$ cat config.mk
export PLATFORM = sky130hd
export DESIGN_NAME = instr_mem_loader
export DESIGN_NICKNAME = d
export VERILOG_FILES = /design/src/rtl/instr_mem_loader.sv
export SDC_FILE = /design/constraint.sdc
export NUM_CORES = 1
export LEC_CHECK = 0
export CAP_MARGIN = 20
export CORE_UTILIZATION = 50
export CTS_CLUSTER_DIAMETER = 150
export DETAILED_ROUTE_END_ITERATION = 12
export GPL_ROUTABILITY_DRIVEN = 1
export PLACE_DENSITY = 0.78
export REMOVE_ABC_BUFFERS = 1
export SYNTH_ARGS = -nofsm -noshare
export SYNTH_HDL_FRONTEND = slang
export SYNTH_SLANG_ARGS = --single-unit
export TNS_END_PERCENT = 5
$ cat constraint.sdc
create_clock -name clk -period 8.75 [get_ports clk]
set_input_delay 1.3125 -clock clk [delete_from_list [all_inputs] [get_ports clk]]
set_output_delay 1.3125 -clock clk [all_outputs]
set_load 0.1 [all_outputs]
$ cat src/rtl/instr_mem_loader.sv
// Instruction memory with a registered 1-cycle fetch port and a streaming program loader.
// The loader owns the write port; fetches stall while a load is in progress.
module instr_mem_loader #(
  parameter int DATA_W = 16,
  parameter int ADDR_W = 4,
  parameter int DEPTH  = 16
) (
  input  logic              clk,
  input  logic              rst_n,
  input  logic              fetch_en,
  input  logic [ADDR_W-1:0] fetch_addr,
  output logic [DATA_W-1:0] instruction,
  output logic              instr_valid,
  output logic              addr_err,
  input  logic              load_start,
  input  logic [ADDR_W-1:0] load_base,
  input  logic [ADDR_W:0]   load_len,
  input  logic              load_valid,
  input  logic [DATA_W-1:0] load_data,
  output logic              load_ready,
  output logic              busy,
  output logic              load_done
);

  typedef enum logic [1:0] {IDLE, LOAD, DONE} state_t;
  typedef logic [DEPTH-1:0][DATA_W-1:0] mem_t;

  localparam logic [ADDR_W:0]   DEPTH_W = (ADDR_W+1)'(DEPTH);
  localparam logic [ADDR_W-1:0] LAST    = ADDR_W'(DEPTH-1);
  localparam logic [ADDR_W:0]   ONE     = (ADDR_W+1)'(1);

  function automatic mem_t default_prog();
    logic [15:0] prog [8];
    mem_t p;
    prog = '{16'hA016, 16'h9516, 16'h5085, 16'h6587,
             16'h8072, 16'h5010, 16'h5012, 16'hB000};
    p = '0;
    for (int i = 0; i < 8; i++)
      if (i < DEPTH) p[ADDR_W'(i)] = DATA_W'(prog[3'(i)]);
    return p;
  endfunction

  function automatic logic [ADDR_W-1:0] wrap_base(input logic [ADDR_W-1:0] b);
    logic [ADDR_W:0] m;
    m = {1'b0, b} % DEPTH_W;
    return m[ADDR_W-1:0];
  endfunction

  function automatic logic [ADDR_W-1:0] next_ptr(input logic [ADDR_W-1:0] p);
    return (p == LAST) ? '0 : p + ADDR_W'(1);
  endfunction

  // Contents come up holding the boot program and are never touched by reset.
  mem_t mem = default_prog();

  state_t            state, state_n;
  logic [ADDR_W-1:0] wr_ptr, wr_ptr_n;
  logic [ADDR_W:0]   rem, rem_n;
  logic              we;

  always_ff @(posedge clk or negedge rst_n) begin
    if (!rst_n) begin
      state  <= IDLE;
      wr_ptr <= '0;
      rem    <= '0;
    end else begin
      state  <= state_n;
      wr_ptr <= wr_ptr_n;
      rem    <= rem_n;
    end
  end

  always_comb begin
    state_n  = state;
    wr_ptr_n = wr_ptr;
    rem_n    = rem;
    we       = 1'b0;
    case (state)
      IDLE: begin
        if (load_start) begin
          wr_ptr_n = wrap_base(load_base);
          rem_n    = load_len;
          state_n  = (load_len != '0) ? LOAD : DONE;
        end
      end
      LOAD: begin
        if (load_valid) begin
          we       = 1'b1;
          wr_ptr_n = next_ptr(wr_ptr);
          rem_n    = rem - ONE;
          if (rem == ONE) state_n = DONE;
        end
      end
      DONE:    state_n = IDLE;
      default: state_n = IDLE;
    endcase
  end

  assign busy       = (state != IDLE);
  assign load_ready = (state == LOAD);
  assign load_done  = (state == DONE);

  always_ff @(posedge clk) begin
    if (we) mem[wr_ptr] <= load_data;
  end

  logic              accept_p0, in_range_p0;
  logic [DATA_W-1:0] instr_p1;
  logic              vld_p1, err_p1;

  assign accept_p0   = fetch_en && !busy;
  assign in_range_p0 = ({1'b0, fetch_addr} < DEPTH_W);

  // p0 -> p1: registered read; out-of-range fetches return a NOP
  always_ff @(posedge clk or negedge rst_n) begin
    if (!rst_n) begin
      instr_p1 <= '0;
      vld_p1   <= 1'b0;
      err_p1   <= 1'b0;
    end else begin
      vld_p1 <= accept_p0;
      err_p1 <= accept_p0 && !in_range_p0;
      if (accept_p0) instr_p1 <= in_range_p0 ? mem[fetch_addr] : '0;
    end
  end

  assign instruction = instr_p1;
  assign instr_valid = vld_p1;
  assign addr_err    = err_p1;

endmodule

# Word level (Yosys, flattened, before mapping)
# Cells that the tools add are included.
# word_totals
register_bits	284
input_bits	34
out_inout_bits	21
# op_classes
addsub	2
magnitude_cmp	3
eq_ne	7
n_mux	19
n_reduce_logical	9
# op_table
op	n
$bwmux W256	1
$bmux W16 S4	1
$demux W16 S4	1
$mux W16	2
$mux W4	3
$lt A4 B5 Y1 const B	2
$mux W5	2
$pmux W5 S2	1
$mux W2	4
$pmux W4 S2	1
$reduce_and A3 Y1	2
$eq A5 B1 Y1 const B	1
$reduce_bool A5 Y1	1
$sub A5 B1 Y5 const B	1
$add A4 B1 Y4 const B	1
$eq A4 B4 Y1 const B	1
$ge A4 B1 Y1 const B	1
$ne A2 B2 Y1 const B	2
$pmux W2 S2	1
$reduce_bool A2 Y1	2
$eq A2 B1 Y1 const B	1
$eq A2 B2 Y1 const B	1
$logic_and A1 B1 Y1	2
$logic_not A2 Y1	1
other kinds (3)	4

# Longest topological paths before layout
# depth
word_depth	5
depth_mapped	7
ltp_nobuf	5

# Worst setup path after synthesis
# Ideal clock, no wire load.
# synth_timing
path_kind	reg-to-reg
from	reg state[1]
to	reg mem[16] (netlist name), enable pin
setup_ns	0.409
t_arrival_ns	2.832
path_slack_ns	5.509
stages_incl_launch_ff	8
path_buffers	3
path_cell_list	dfrtp_1 > nand2b_1 > clkbuf_1 > inv_2 > buf_2 > buf_2 > nand3_1 > nor3_1
# synth_between
elab_chain_cells	2
# synth_lines
item	line_no	rtl
start: declaration	56	state_t state, state_n;
start signal: assignment	67	state <= state_n;
$eq A2 B1 Y1	--	
via load_ready	20	output logic load_ready,
$mux W1	78	case (state)
end signal: indexed assignment	104	if (we) mem[wr_ptr] <= load_data;
end: declaration	54	mem_t mem = default_prog();
# The timed path passes the listed nets, and every way through them passes these cells.
# A chain may end at the register's enable or synchronous reset.

# Final worst setup path
# layout_timing
from	reg state[1]
to	out load_ready
# layout_between
elab_chain_cells	1
# layout_lines
item	line_no	rtl
$eq A2 B1 Y1	100	assign load_ready = (state == LOAD);
end: declaration	20	
# No other way between the ends.

==> qor.csv <==
stage,metric,value,unit
timing,setup TNS,0,ns
detailed_routing,Total Wirelength,23.06,mm
detailed_routing,M1 WL,9.704,mm
timing,final hold vios,0,
critical_path,crit-path max FO,20,
timing,RSZ-0062 raised after global routing,no,
timing,Layout Skew,0.01099,ns
critical_path,CP Capture Type,output port,
synthesis,Ys Warns,0,
timing,Rel. slew slack,31.81,%
critical_path,max incr delay on CP,1.20,ns
pwr,Leakage,4.348,nW
layout,proportion of layout cells with a drive suffix above 1,21.09,%
clocking,"Reg clk slew, reported paths",0.06,ns
detailed_routing,met2 WL,11.25,mm
clocking,CTS H-tree depth,1,
floorplanning,Die Width,151.7,um
clocking,"Clk Latency, worst-skew pair",0.54,ns
global_route,GR Util All Layers,21.16,%
critical_path,CP top delay family,buffers and inverters,
global_route,first-pass GRT wire length,34.79,mm
detailed_routing,vias per cell,6.063,
place,"worst slack, placed",5.046,ns
layout,Finished Core Util,59.17,%
flow_run,Max-Cap Viols,0,
layout,ant diodes,0,
clocking,postcts setup bufs,0,
synthesis,cells after synthesis,547,
timing,max-slew violation count,0,
synthesis,Post-synth EDFFs,256,
timing,final worst-path cycle share,47.31,%
detailed_routing,drt pass-1 iters,4,
outcome,status,completed,
global_route,largest net degree at the start of global routing,53,
timing,Tmin final,4.140,ns
timing,worst slew pin tran,1.017,ns
detailed_routing,routed len/inst,25.06,um
synthesis,syn avg cell area,20.49,um2
place,global placement routability congestion,0.7466,
floorplanning,Core Region,21890,um2
detailed_routing,DRT iter0 DRCs,550,
place,IO buf count,53,
detailed_routing,Top Metal Used,met4,
timing,final setup vio count,0,
floorplanning,Ports,55,
floorplanning,FP Rows,54,
pwr,Overall Power,3.653,mW
global_route,grt ovf,0,
timing,fmax,241.6,MHz
critical_path,CP Cell Sequence,nand2b_1 -> inv_2 -> clkdlybuf4s50_1,
clocking,hold buffers post-CTS,0,
detailed_routing,Routed Antenna Nets,0,
min_path,class of the tightest hold or removal check,flip-flop to flip-flop,
floorplanning,Die ar.,23020,um2
synthesis,ys async rst share,9.859,%
critical_path,kind of critical path,flip-flop to output port,
floorplanning,Initial Utilization,51.21,%
synthesis,Post-synth top flop,edfxtp_1,
clocking,CTS sink count,284,
global_route,vias in the first global route,5833,
synthesis,count of cell types in the netlist,42,
synthesis,Synth Cell Area,11210,um2
critical_path,Critical-path top delay cell,clkdlybuf4s50_1,
layout,fillers,1551,
floorplanning,die height,151.7,um
clocking,# resized after CTS,0,
synthesis,sequential area share after synthesis,74.83,%
critical_path,CP Data Arrival Time,2.83,ns
layout,Layout area overhead,15.55,%
timing,worst setup margin,4.610,ns
layout,final net count,659,
clocking,Root Driver,clkbuf_16,
clocking,CTS tree,done,
detailed_routing,DR WL met3,1.522,mm
timing,worst hold margin,0.4780,ns
critical_path,startpoint types,flip-flop,
global_route,antenna violations before repair,0,
detailed_routing,Via Count,5578,
synthesis,Yosys reg bits,284,
critical_path,Worst Path Buf+Inv,2,
place,HPWL after DPL,12.33,mm
clocking,maximum buffer depth of the clock tree,3,
pwr,Cell Pwr Density,282.0,nW/um2
pwr,worst vdd ir,0.0002104,V
clocking,CTS Buf Count,27,
detailed_routing,DRC,0,
critical_path,Required @ worst endpoint,7.44,ns
[Yosys cell counts, drive strengths merged, types with 2 or more instances]
master     n  area (um2)
edfxtp   256        7687
mux4      62        1456
dfrtp     28       700.7
nor3      21       105.1
buf       19       130.1
nor2      19       71.32
mux2i     18       180.2
mux2      17       191.4
a221o     15       150.1
clkbuf    14       52.55
a21oi     12       60.06
nand3      9       45.04
inv        8       30.03
nand2      8       30.03
nand2b     7       43.79
ha         6       75.07
o21ai      5       25.02
a21boi     2       15.01
a2bb2oi    2       17.52
nand3b     2       15.01
[area by class of cell]
type,instances,area (um2),area share [%]
sequential,284,8388,64.76
multi-input combinational,222,2629,20.30
clock buffer,35,715.7,5.526
timing repair buffer,76,685.7,5.294
tap,280,350.3,2.705
clock inverter,15,153.9,1.188
inverter,8,30.03,0.2318
[registers in the layout, summed over array words and instances (netlist names)]
name / cells
rem: 5
state: 2
instr_valid: 1
instruction: 16
wr_ptr: 4
mem: 256
[worst reg2reg max path: cells and delay by family (launching register included)]
| family | cells | cell delay [ns] |
|---|---|---|
| buffers and inverters | 2 | 0.70 |
| flip-flops | 1 | 0.43 |
| AND/OR/NAND/NOR | 3 | 1.35 |
[metrics by stage]
stage                     cell area [um2]  cells
after detailed placement            12080    869
after floorplan                     11030    514
after CTS                           12940    919
final                               12950    920
after global routing                12950    920
after global placement              12080    869
[routing by layer]
metal	GRT usage, %	up-vias
li1	-	2403
met1	29.03	2901
met2	34.68	230
met3	3.922	44
met4	6.386	0
met5	0	-
[path summary, 6_finish.rpt]
check                                 from         endpoint  slack (ns)  depth (start not counted)
setup reg to reg                  state[1]          mem[25]        5.97                          5
min in group asynchronous            rst_n           rem[4]        0.90                          1
hold / removal             instruction[14]  instruction[14]        0.48                          2
max in group asynchronous            rst_n   instruction[7]        7.29                          1
hold reg to reg            instruction[14]  instruction[14]        0.48                          2
setup / recovery                  state[1]       load_ready        4.61                          3
[logic make-up (layout without fill, tap and decap cells)]
| kind of cell | count (synthesis) | after routing | share of synthesized area [%] |
|---|---|---|---|
| AO/OA/AOI/OAI | 46 | 46 | 3.070 |
| adder cells (fa/ha/maj) | 6 | 6 | 0.6697 |
| buffers and inverters | 41 | 134 | 1.898 |
| flip-flops | 284 | 284 | 74.83 |
| multiplexers | 97 | 97 | 16.31 |
| other | 1 | 1 | 0.03345 |
| AND/OR/NAND/NOR | 72 | 72 | 3.192 |
[report_power, final]
group	total (mW)	switching, mW	internal [mW]	leakage, nW
clock	1.14	0.477	0.666	0.423
sequential	1.73	0.0834	1.65	2.65
combinational	0.778	0.544	0.234	1.28
[cells in the final DEF, fill, tap and decap left out, types with 2 or more instances in the layout]
master	Yosys	layout
nand2_1	8	8
buf_2	14	3
clkbuf_1	14	7
nand3_1	9	9
inv_2	2	2
mux4_1	16	16
buf_4	1	24
a21oi_1	12	12
inv_1	6	6
clkdlybuf4s50_1	0	49
clkinv_2	0	4
nor3_2	0	4
nor3_1	21	17
nor2_1	19	19
edfxtp_1	256	256
mux4_2	46	46
a2bb2oi_1	2	2
a221o_1	15	15
dfrtp_1	28	28
a21boi_0	2	2
mux2i_1	18	18
clkinv_1	0	5
mux2_2	17	17
nand2b_1	7	7
ha_1	6	6
nand3b_1	2	2
clkbuf_16	0	27
bufinv_16	0	3
o21ai_0	5	5
Note: power is estimated with default switching activity, not from simulation.
